**src/rtl/rob_pkg.sv**
```systemverilog
// rob_pkg: shared widths, id type and entry layout for the reorder buffer.
`ifndef PHYSICAL_REG_NUM_WIDTH
`define PHYSICAL_REG_NUM_WIDTH 6
`endif
`ifndef ARCH_REG_NUM_WIDTH
`define ARCH_REG_NUM_WIDTH 5
`endif
package rob_pkg;
    localparam int ROB_ID_W = 4;
    localparam int PHY_W    = `PHYSICAL_REG_NUM_WIDTH;
    localparam int ARCH_W   = `ARCH_REG_NUM_WIDTH;

    typedef logic [ROB_ID_W-1:0] rob_id_t;

    typedef struct packed {
        logic              valid;
        logic              done;
        logic              with_write;
        logic [ARCH_W-1:0] arch_wr_reg;
        logic [PHY_W-1:0]  phy_wr_reg;
    } rob_entry_t;
endpackage

```
**src/rtl/reorder_buffer.sv**
```systemverilog
// reorder_buffer: in-order retirement queue; allocates in program order,
// marks completions, retires the oldest done entry once per cycle.
module reorder_buffer
    import rob_pkg::*;
#(
    parameter int ROB_ID_WIDTH           = ROB_ID_W,
    parameter int PHYSICAL_REG_NUM_WIDTH = PHY_W,
    parameter int ARCH_REG_NUM_WIDTH     = ARCH_W
) (
    input  logic                              clk,
    input  logic                              reset,
    input  logic                              alloc_valid,
    input  logic                              alloc_with_write,
    input  logic [ARCH_REG_NUM_WIDTH-1:0]     alloc_arch_wr_reg,
    input  logic [PHYSICAL_REG_NUM_WIDTH-1:0] alloc_phy_wr_reg,
    output logic                              alloc_ready,
    output logic [ROB_ID_WIDTH-1:0]           alloc_rob_id,
    input  logic                              complete_valid,
    input  logic [ROB_ID_WIDTH-1:0]           complete_rob_id,
    output logic                              commit_valid,
    output logic                              commit_with_write,
    output logic [PHYSICAL_REG_NUM_WIDTH-1:0] commited_wr_register,
    output logic [ROB_ID_WIDTH-1:0]           commit_rob_id,
    output logic [ROB_ID_WIDTH:0]             occupancy
);
    localparam int DEPTH = 1 << ROB_ID_WIDTH;

    rob_entry_t                entries_q [DEPTH];
    rob_entry_t                entries_d [DEPTH];
    rob_entry_t                head_e;
    logic [ROB_ID_WIDTH-1:0]   head_q, head_d, tail_q, tail_d;
    logic [ROB_ID_WIDTH:0]     count_q, count_d;
    logic                      do_alloc;

    always_comb begin
        head_e               = entries_q[head_q];
        alloc_ready          = count_q != (ROB_ID_WIDTH+1)'(DEPTH);
        alloc_rob_id         = tail_q;
        occupancy            = count_q;
        commit_valid         = head_e.valid && head_e.done;
        commit_with_write    = commit_valid && head_e.with_write;
        commited_wr_register = commit_valid ? head_e.phy_wr_reg : '0;
        commit_rob_id        = commit_valid ? head_q : '0;
        do_alloc             = alloc_valid && alloc_ready;
        entries_d            = entries_q;
        head_d               = head_q;
        tail_d               = tail_q;
        // Completion first so an entry allocated this same cycle cannot be marked done.
        if (complete_valid && entries_q[complete_rob_id].valid)
            entries_d[complete_rob_id].done = 1'b1;
        if (commit_valid) begin
            entries_d[head_q].valid = 1'b0;
            entries_d[head_q].done  = 1'b0;
            head_d                  = head_q + 1'b1;
        end
        if (do_alloc) begin
            entries_d[tail_q] = '{valid: 1'b1, done: 1'b0, with_write: alloc_with_write,
                                  arch_wr_reg: alloc_arch_wr_reg, phy_wr_reg: alloc_phy_wr_reg};
            tail_d            = tail_q + 1'b1;
        end
        count_d = count_q + (ROB_ID_WIDTH+1)'(do_alloc) - (ROB_ID_WIDTH+1)'(commit_valid);
    end

    always_ff @(posedge clk or negedge reset) begin
        if (!reset) begin
            head_q  <= '0;
            tail_q  <= '0;
            count_q <= '0;
            for (int i = 0; i < DEPTH; i++) entries_q[i] <= '0;
        end else begin
            head_q    <= head_d;
            tail_q    <= tail_d;
            count_q   <= count_d;
            entries_q <= entries_d;
        end
    end
endmodule

```
**config.mk**
```make
export PLATFORM = sky130hd
export DESIGN_NAME = reorder_buffer
export DESIGN_NICKNAME = d
export VERILOG_FILES = /design/src/rtl/rob_pkg.sv /design/src/rtl/reorder_buffer.sv
export SDC_FILE = /design/constraint.sdc
export NUM_CORES = 1
export LEC_CHECK = 0
export ABC_CLOCK_PERIOD_IN_PS = 3700
export CORE_ASPECT_RATIO = 1.75
export CORE_UTILIZATION = 45
export DETAILED_ROUTE_END_ITERATION = 8
export HOLD_SLACK_MARGIN = 0.12
export SYNTH_ARGS = -nofsm -noshare
export SYNTH_HDL_FRONTEND = slang
export SYNTH_SLANG_ARGS = --single-unit
```
**constraint.sdc**
```tcl
create_clock -name clk -period 3.7 [get_ports clk]
set_clock_uncertainty 0.05 [all_clocks]
set_input_delay 0.555 -clock clk [delete_from_list [all_inputs] [get_ports clk]]
set_output_delay 0.555 -clock clk [all_outputs]
set_load 0.03 [all_outputs]
```
==> flow_metrics.tcl, run 1 <==
set metrics [dict create \
    grt_usage_pct 22.9 \
    core_region_area_mm2 0.0165 \
    layout_common_cells "dfrtp_1, mux2_2, mux4_2" \
    fp.dieW_um 100 \
    drt-initial-drc-count 181 \
    power.density_mw_per_mm2 961 \
    nNetsFinal 629 \
    required_ns 3.09 \
    layout.cells.most_common "dfrtp_1" \
    root_buffer "clkbuf_16" \
    grt_pass1_vias 5156 \
    min_path_type "input port to asynchronous set/reset pin" \
    ys_seq_area_share_pct 51.5 \
    post_cts_buffers 0 \
    hold_viol_final 0 \
    cap_violations 0 \
    clk_pin_slew_worst_paths_ns 0.07 \
    wl_um 18200 \
    numCtsBuffers 17 \
    syn-instance-count 557 \
    worst_slack_ns 0.225 \
    p_seq_share_pct 36.0 \
    rsz0062_at_grt "false" \
    critical_path_class "flop to output port" \
    finalSetupViolations 0 \
    power_frac_comb_pct 42.7 \
    die_area_mm2 0.0175 \
    setup_tns_ns 0 \
    cp-end-kind "output port" \
    ant_nets 0 \
    clk_latency_ns 0.43 \
    fmax_mhz 288 \
    ir_drop_mv 0.350 \
    async_flop_share_pct 100 \
    fin_crit_sh_pct 93.9 \
    min_period_ns 3.47 \
    leakage_nw 3.85 \
    slew_headroom_pct 32.5 \
    io_pins 42 \
    routabilityCongestion 0.851 \
    worst_pin_slew_ns 1.01 \
    clock_path_buffers 2 \
    ys_seq_elements 157 \
    antenna_found_initial 0 \
    syn_area_per_cell_um2 13.7 \
    syn-num-nets 592 \
    cts_tree "built" \
    p_total_mw 8.51 \
    worst_setup_path_start_kind "flop" \
    place_inst 799 \
    place_ws_ns -0.105 \
    drv_slew 0 \
    fill_cells 1393 \
    cp_cell_sequence "buf_6 > buf_4 > mux4_2 > mux4_2 > nor2b_1 > buf_4" \
    synth_edf_count 0 \
    hold_buffers 0 \
    grt_max_degree 111 \
    grt_overflow 0 \
    final_cells 831 \
    post-route-util_pct 53.6 \
    htree_levels 4 \
    io_buffers 36 \
    drc 0 \
    status "finished, final reports clean" \
    ys_warn_count 0 \
    dp_hpwl_um 12600 \
    path_max_fanout 21 \
    p_int_mw 5.49 \
    vias 4812 \
    num_rows 62 \
    critPathMaxStageDelay_ns 0.55 \
    netSwitchingFraction_pct 35.5 \
    firstDrtPassIters 5 \
    grt_pass1_wl_um 29500 \
    num_antenna_cells 0 \
    clock-sinks 157 \
    power.switching_mw 3.02 \
    arrival_ns 2.87 \
    cp_slowest_cell "mux4_2" \
    vias_per_cell 5.79 \
    avgRoutedWirePerCell_um 21.9 \
    area.growth.synth_to_final_pct 16.0 \
    clkPwrFrac_pct 21.2 \
    syn-cell-area_mm2 0.00763 \
    start_util_pct 46.2 \
    drive_gt1_share_pct 36.2 \
    synth-main-ff-cell "dfrtp_1" \
    die_y_um 174 \
    synth_cell_types 41 \
]
-- cell usage after synthesis (all sizes together), types with 2 or more instances --
| cell | instances | area (um^2) |
|---|---|---|
| and4b | 2 | 20.0 |
| nor3 | 2 | 15.0 |
| nand2 | 39 | 146 |
| buf | 18 | 85.1 |
| xor2 | 2 | 17.5 |
| mux4 | 42 | 946 |
| dfrtp | 157 | 3930 |
| o211a | 2 | 20.0 |
| a2111oi | 2 | 55.1 |
| ha | 14 | 175 |
| inv | 14 | 57.6 |
| nor2 | 18 | 67.6 |
| a21oi | 18 | 90.1 |
| a31oi | 12 | 75.1 |
| nand4 | 4 | 25.0 |
| and3 | 4 | 25.0 |
| clkbuf | 18 | 67.6 |
| and3b | 2 | 17.5 |
| mux2 | 112 | 1260 |
| nor2b | 9 | 56.3 |
| nand3 | 14 | 70.1 |
| a21o | 15 | 113 |
| a211oi | 10 | 75.1 |
| and2 | 5 | 31.3 |
| xnor2 | 7 | 61.3 |
| o21ai | 5 | 25.0 |
-- power groups by stage --
stage          registers (mW)  logic [mW]  clock network, mW
4_1_cts                  3.05        3.69               1.83
6_report                 3.07        3.64               1.81
2_1_floorplan            2.99        2.67                  0
3_5_place_dp             3.09        3.67                  0
3_3_place_gp             3.03        3.59                  0
5_1_grt                  3.16        3.95               1.92
-- final cells by class --
cell class	instances	area, um^2	area share [%]
inverter	14	61.3	0.693
tap	224	280	3.17
sequential	157	3930	44.4
multi-input combinational	350	3490	39.5
timing repair buffer	54	485	5.48
clock buffer	18	429	4.85
clock inverter	14	173	1.95
-- flip-flops by register name, indices dropped and copies added (netlist names) --
register	cells
alloc_rob_id	4
entries_q	144
head_q	4
occupancy	5
-- path summary, 6_finish.rpt --
check / start / to / slack [ns] / cells after the start
setup / recovery: head_q[0]$_DFFE_PN0N_ / commit_with_write / 0.23 / 6
hold / removal: reset / occupancy[0]$_DFF_PN0_ / 0.19 / 1
setup reg to reg: head_q[3]$_DFFE_PN0N_ / occupancy[4]$_DFF_PN0_ / 0.32 / 13
hold reg to reg: entries_q[168]$_DFFE_PN0P_ / entries_q[168]$_DFFE_PN0P_ / 0.45 / 1
max in group asynchronous: reset / entries_q[123]$_DFFE_PN0P_ / 2.51 / 2
min in group clk: entries_q[168]$_DFFE_PN0P_ / entries_q[168]$_DFFE_PN0P_ / 0.45 / 1
-- critical path: cells and delay by family (launching register included) --
kind          cells  cell delay [ns]
flops             1             0.40
simple gates      1             0.15
mux               2             1.00
buf+inv           3             0.87
-- timing repair --
item | in CTS | in global routing
resized for setup | 1 | 4
endpoints found under the hold margin | 0 | 0
pin swaps | 0 | 0
setup endpoints to repair | 3 | 7
-- kinds of logic (layout without fill, tap and decap cells) --
family                   count (synthesis)  count (layout)  synth area share, %
AO/OA/AOI/OAI                           69              69                 6.54
XOR/XNOR                                 9               9                 1.03
adder cells (fa/ha/maj)                 15              15                 2.56
buffers and inverters                   50             100                 2.76
flip-flops                             157             157                 51.5
multiplexers                           155             155                 29.1
AND/OR/NAND/NOR                        102             102                 6.54
-- through the flow --
| stage | hold WS, ns | cell area [um^2] |
|---|---|---|
| 2_1_floorplan | 0.209 | 7630 |
| 3_3_place_gp | 0.432 | 8230 |
| 3_5_place_dp | 0.439 | 8230 |
| 4_1_cts | 0.255 | 8840 |
| 5_1_grt | 0.266 | 8850 |
| 6_report | 0.192 | 8850 |
-- routing by layer --
| metal | GRT usage (%) | vias to the layer above | routed length [um] |
|---|---|---|---|
| met4 | 10.8 | 0 | 595 |
| met5 | 0 | - | 0 |
| met2 | 39.1 | 94 | 9940 |
| li1 | - | 2137 | - |
| met1 | 28.0 | 2550 | 7180 |
| met3 | 3.70 | 31 | 470 |
(Power assumes the default switching activity.)
==> run 2, diff against run 1 <==
CORE_MARGIN = 4   (was not set)
TNS_END_PERCENT = 20   (was not set)
==> run 2 against run 1 <==
Compared with the run above:
- routed wire length is essentially flat
- combinational power is essentially flat
- critical path depth is the same
- register-to-register slack lost 0.06 ns
- clock-buffer cell count is the same
- final cell count grew 0.12%
- cell area grew 0.40%
- hold slack lost 0.0094 ns
- total power grew 0.82%
- via count grew 0.21%
- worst setup slack lost 0.081 ns
- critical path type unchanged
- critical endpoint is now commit_valid
==> flow_metrics.tcl, run 2 (synthesis results as in run 1) <==
set metrics [dict create \
    leakage_nw 3.86 \
    min_path_type "input port to asynchronous set/reset pin" \
    critical_path_class "flop to output port" \
    rsz0062_at_grt "false" \
    cp-end-kind "output port" \
    vias_per_cell 5.80 \
    ir_drop_mv 0.336 \
    drive_gt1_share_pct 36.5 \
    multi_input_area_mm2 0.00349 \
    grt_pass1_vias 5270 \
    grt_pass1_wl_um 29700 \
    cp_num_buf_inv 3 \
    htree_levels 4 \
    cp_cell_sequence "inv_6 > mux4_2 > mux2i_1 > a21oi_2 > inv_1 > clkdlybuf4s50_1" \
    drc 0 \
    min_period_ns 3.56 \
    fmax_mhz 281 \
    post_cts_buffers 0 \
    die_y_um 180 \
    critPathMaxStageDelay_ns 0.70 \
    root_buffer "clkbuf_16" \
    cap_violations 0 \
    setup_tns_ns 0 \
    antenna_found_initial 0 \
    fin_crit_sh_pct 96.1 \
    status "finished, final reports clean" \
    largest_register "entries_q" \
    core_region_area_mm2 0.0165 \
    drv_slew 0 \
    io_buffers 36 \
    layout.cells.most_common "dfrtp_1" \
    r2r_setup_slack_ns 0.26 \
    fp.dieW_um 106 \
    required_ns 3.09 \
    rr_startpoint "head_q[3]$_DFFE_PN0N_" \
    num_rows 62 \
    grt_usage_pct 20.3 \
    arrival_ns 2.95 \
    final-seq-area_mm2 0.00393 \
    clk_latency_ns 0.41 \
    timing.rr.end "occupancy[4]$_DFF_PN0_" \
    power.density_mw_per_mm2 965 \
    grt_overflow 0 \
    hold_buffers 0 \
    largest_reg_flops 144 \
    num_antenna_cells 0 \
    nNetsFinal 630 \
    finalSetupViolations 0 \
    clock_path_buffers 2 \
    firstDrtPassIters 5 \
    routabilityCongestion 0.839 \
    worst_pin_slew_ns 0.910 \
    vias 4822 \
    area.growth.synth_to_final_pct 16.5 \
    io_pins 42 \
    r2r.worst_path.cells 13 \
    clk_pin_slew_worst_paths_ns 0.06 \
    cts_tree "built" \
    clock-sinks 157 \
    die_area_mm2 0.0192 \
    numCtsBuffers 17 \
    slew_headroom_pct 39.3 \
    cp_slowest_cell "clkdlybuf4s50_1" \
    layout_common_cells "dfrtp_1, mux2_2, mux4_2" \
    drt-initial-drc-count 270 \
    dp_hpwl_um 12900 \
    path_max_fanout 7 \
    avgRoutedWirePerCell_um 21.9 \
    start_util_pct 46.2 \
    holdWs_ns 0.183 \
    hold_viol_final 0 \
    ant_nets 0 \
    critical-path-top-delay-family "buffers and inverters" \
    worst_setup_path_start_kind "flop" \
    grt_max_degree 99 \
    wl_um 18200 \
    fill_cells 1406 \
]
## run 2: changes by cell type in the layout (fill, tap and decap cells not counted), sizes merged
cell / change
clkdlybuf4s50: +1
inv: -8
clkinv: +8
dlymetal6s2s: -1
buf: +1
bufinv: +2
clkinvlp: -2
## run 2: worst register-to-register path, cell delays in order, from the launching register on
cell and delay (ns):
dfrtp_1 0.40, clkinvlp_4 0.24, mux4_2 0.41, mux2i_1 0.16
a21oi_2 0.46, inv_1 0.19, ha_1 0.32, inv_1 0.04
ha_1 0.21, fa_1 0.43, a21oi_1 0.16, nor2_1 0.06
nor2_1 0.11, xnor2_1 0.13
## run 2: worst max path at each step
stage,slack (ns),cells after the start,to,start
after floorplan,0.15,16,occupancy[4]$_DFF_PN0_,occupancy[2]$_DFF_PN0_
after global placement,0.03,13,occupancy[4]$_DFF_PN0_,head_q[3]$_DFFE_PN0N_
after detailed placement,-0.1,13,occupancy[4]$_DFF_PN0_,head_q[3]$_DFFE_PN0N_
after CTS,0.02,6,commit_with_write,head_q[0]$_DFFE_PN0N_
after global routing,0.05,6,commit_valid,head_q[0]$_DFFE_PN0N_
final,0.14,6,commit_valid,head_q[0]$_DFFE_PN0N_
## run 2: layer usage
metal	vias up	global-route usage (%)	part of all wire [%]
met5	-	0	0
met4	0	8.81	3.1
met3	31	3.01	2.6
met2	94	36.8	56
met1	2562	23.5	38
li1	2135	-	-
## run 2: power breakdown
| part | switching [mW] | total (mW) | leakage (nW) | internal [mW] |
|---|---|---|---|---|
| sequential | 0.509 | 3.06 | 1.92 | 2.55 |
| clock | 0.715 | 1.86 | 0.314 | 1.15 |
| combinational | 1.73 | 3.65 | 1.63 | 1.92 |
| total | 2.95 | 8.58 | 3.86 | 5.63 |
## run 2: layout make-up
cell class              instances  share of cell area (%)
multi-input cells             350                    39.3
clock inverters                14                    2.17
repair buffers                 55                    5.52
clock buffers                  18                    4.94
inverters                      14                   0.690
well taps                     224                    3.15
flip-flops and latches        157                    44.2
## run 2: timing repair
action,4_1_cts,5_1_grt
gates resized for setup,1,3
gates cloned,0,0
pin swaps,0,0
hold endpoints to repair,0,0
setup endpoints to repair,5,5
## run 2: stage by stage
step	total power, mW	area (um^2)	instances	setup slack (ns)	utilization, %
final	8.58	8890	832	0.144	53.8
after global routing	9.10	8890	832	0.0459	53.8
after CTS	8.67	8880	832	0.0153	53.7
after detailed placement	6.79	8240	800	-0.0988	49.9
after global placement	6.64	8240	800	0.0262	49.9
after floorplan	5.66	7630	557	0.152	-
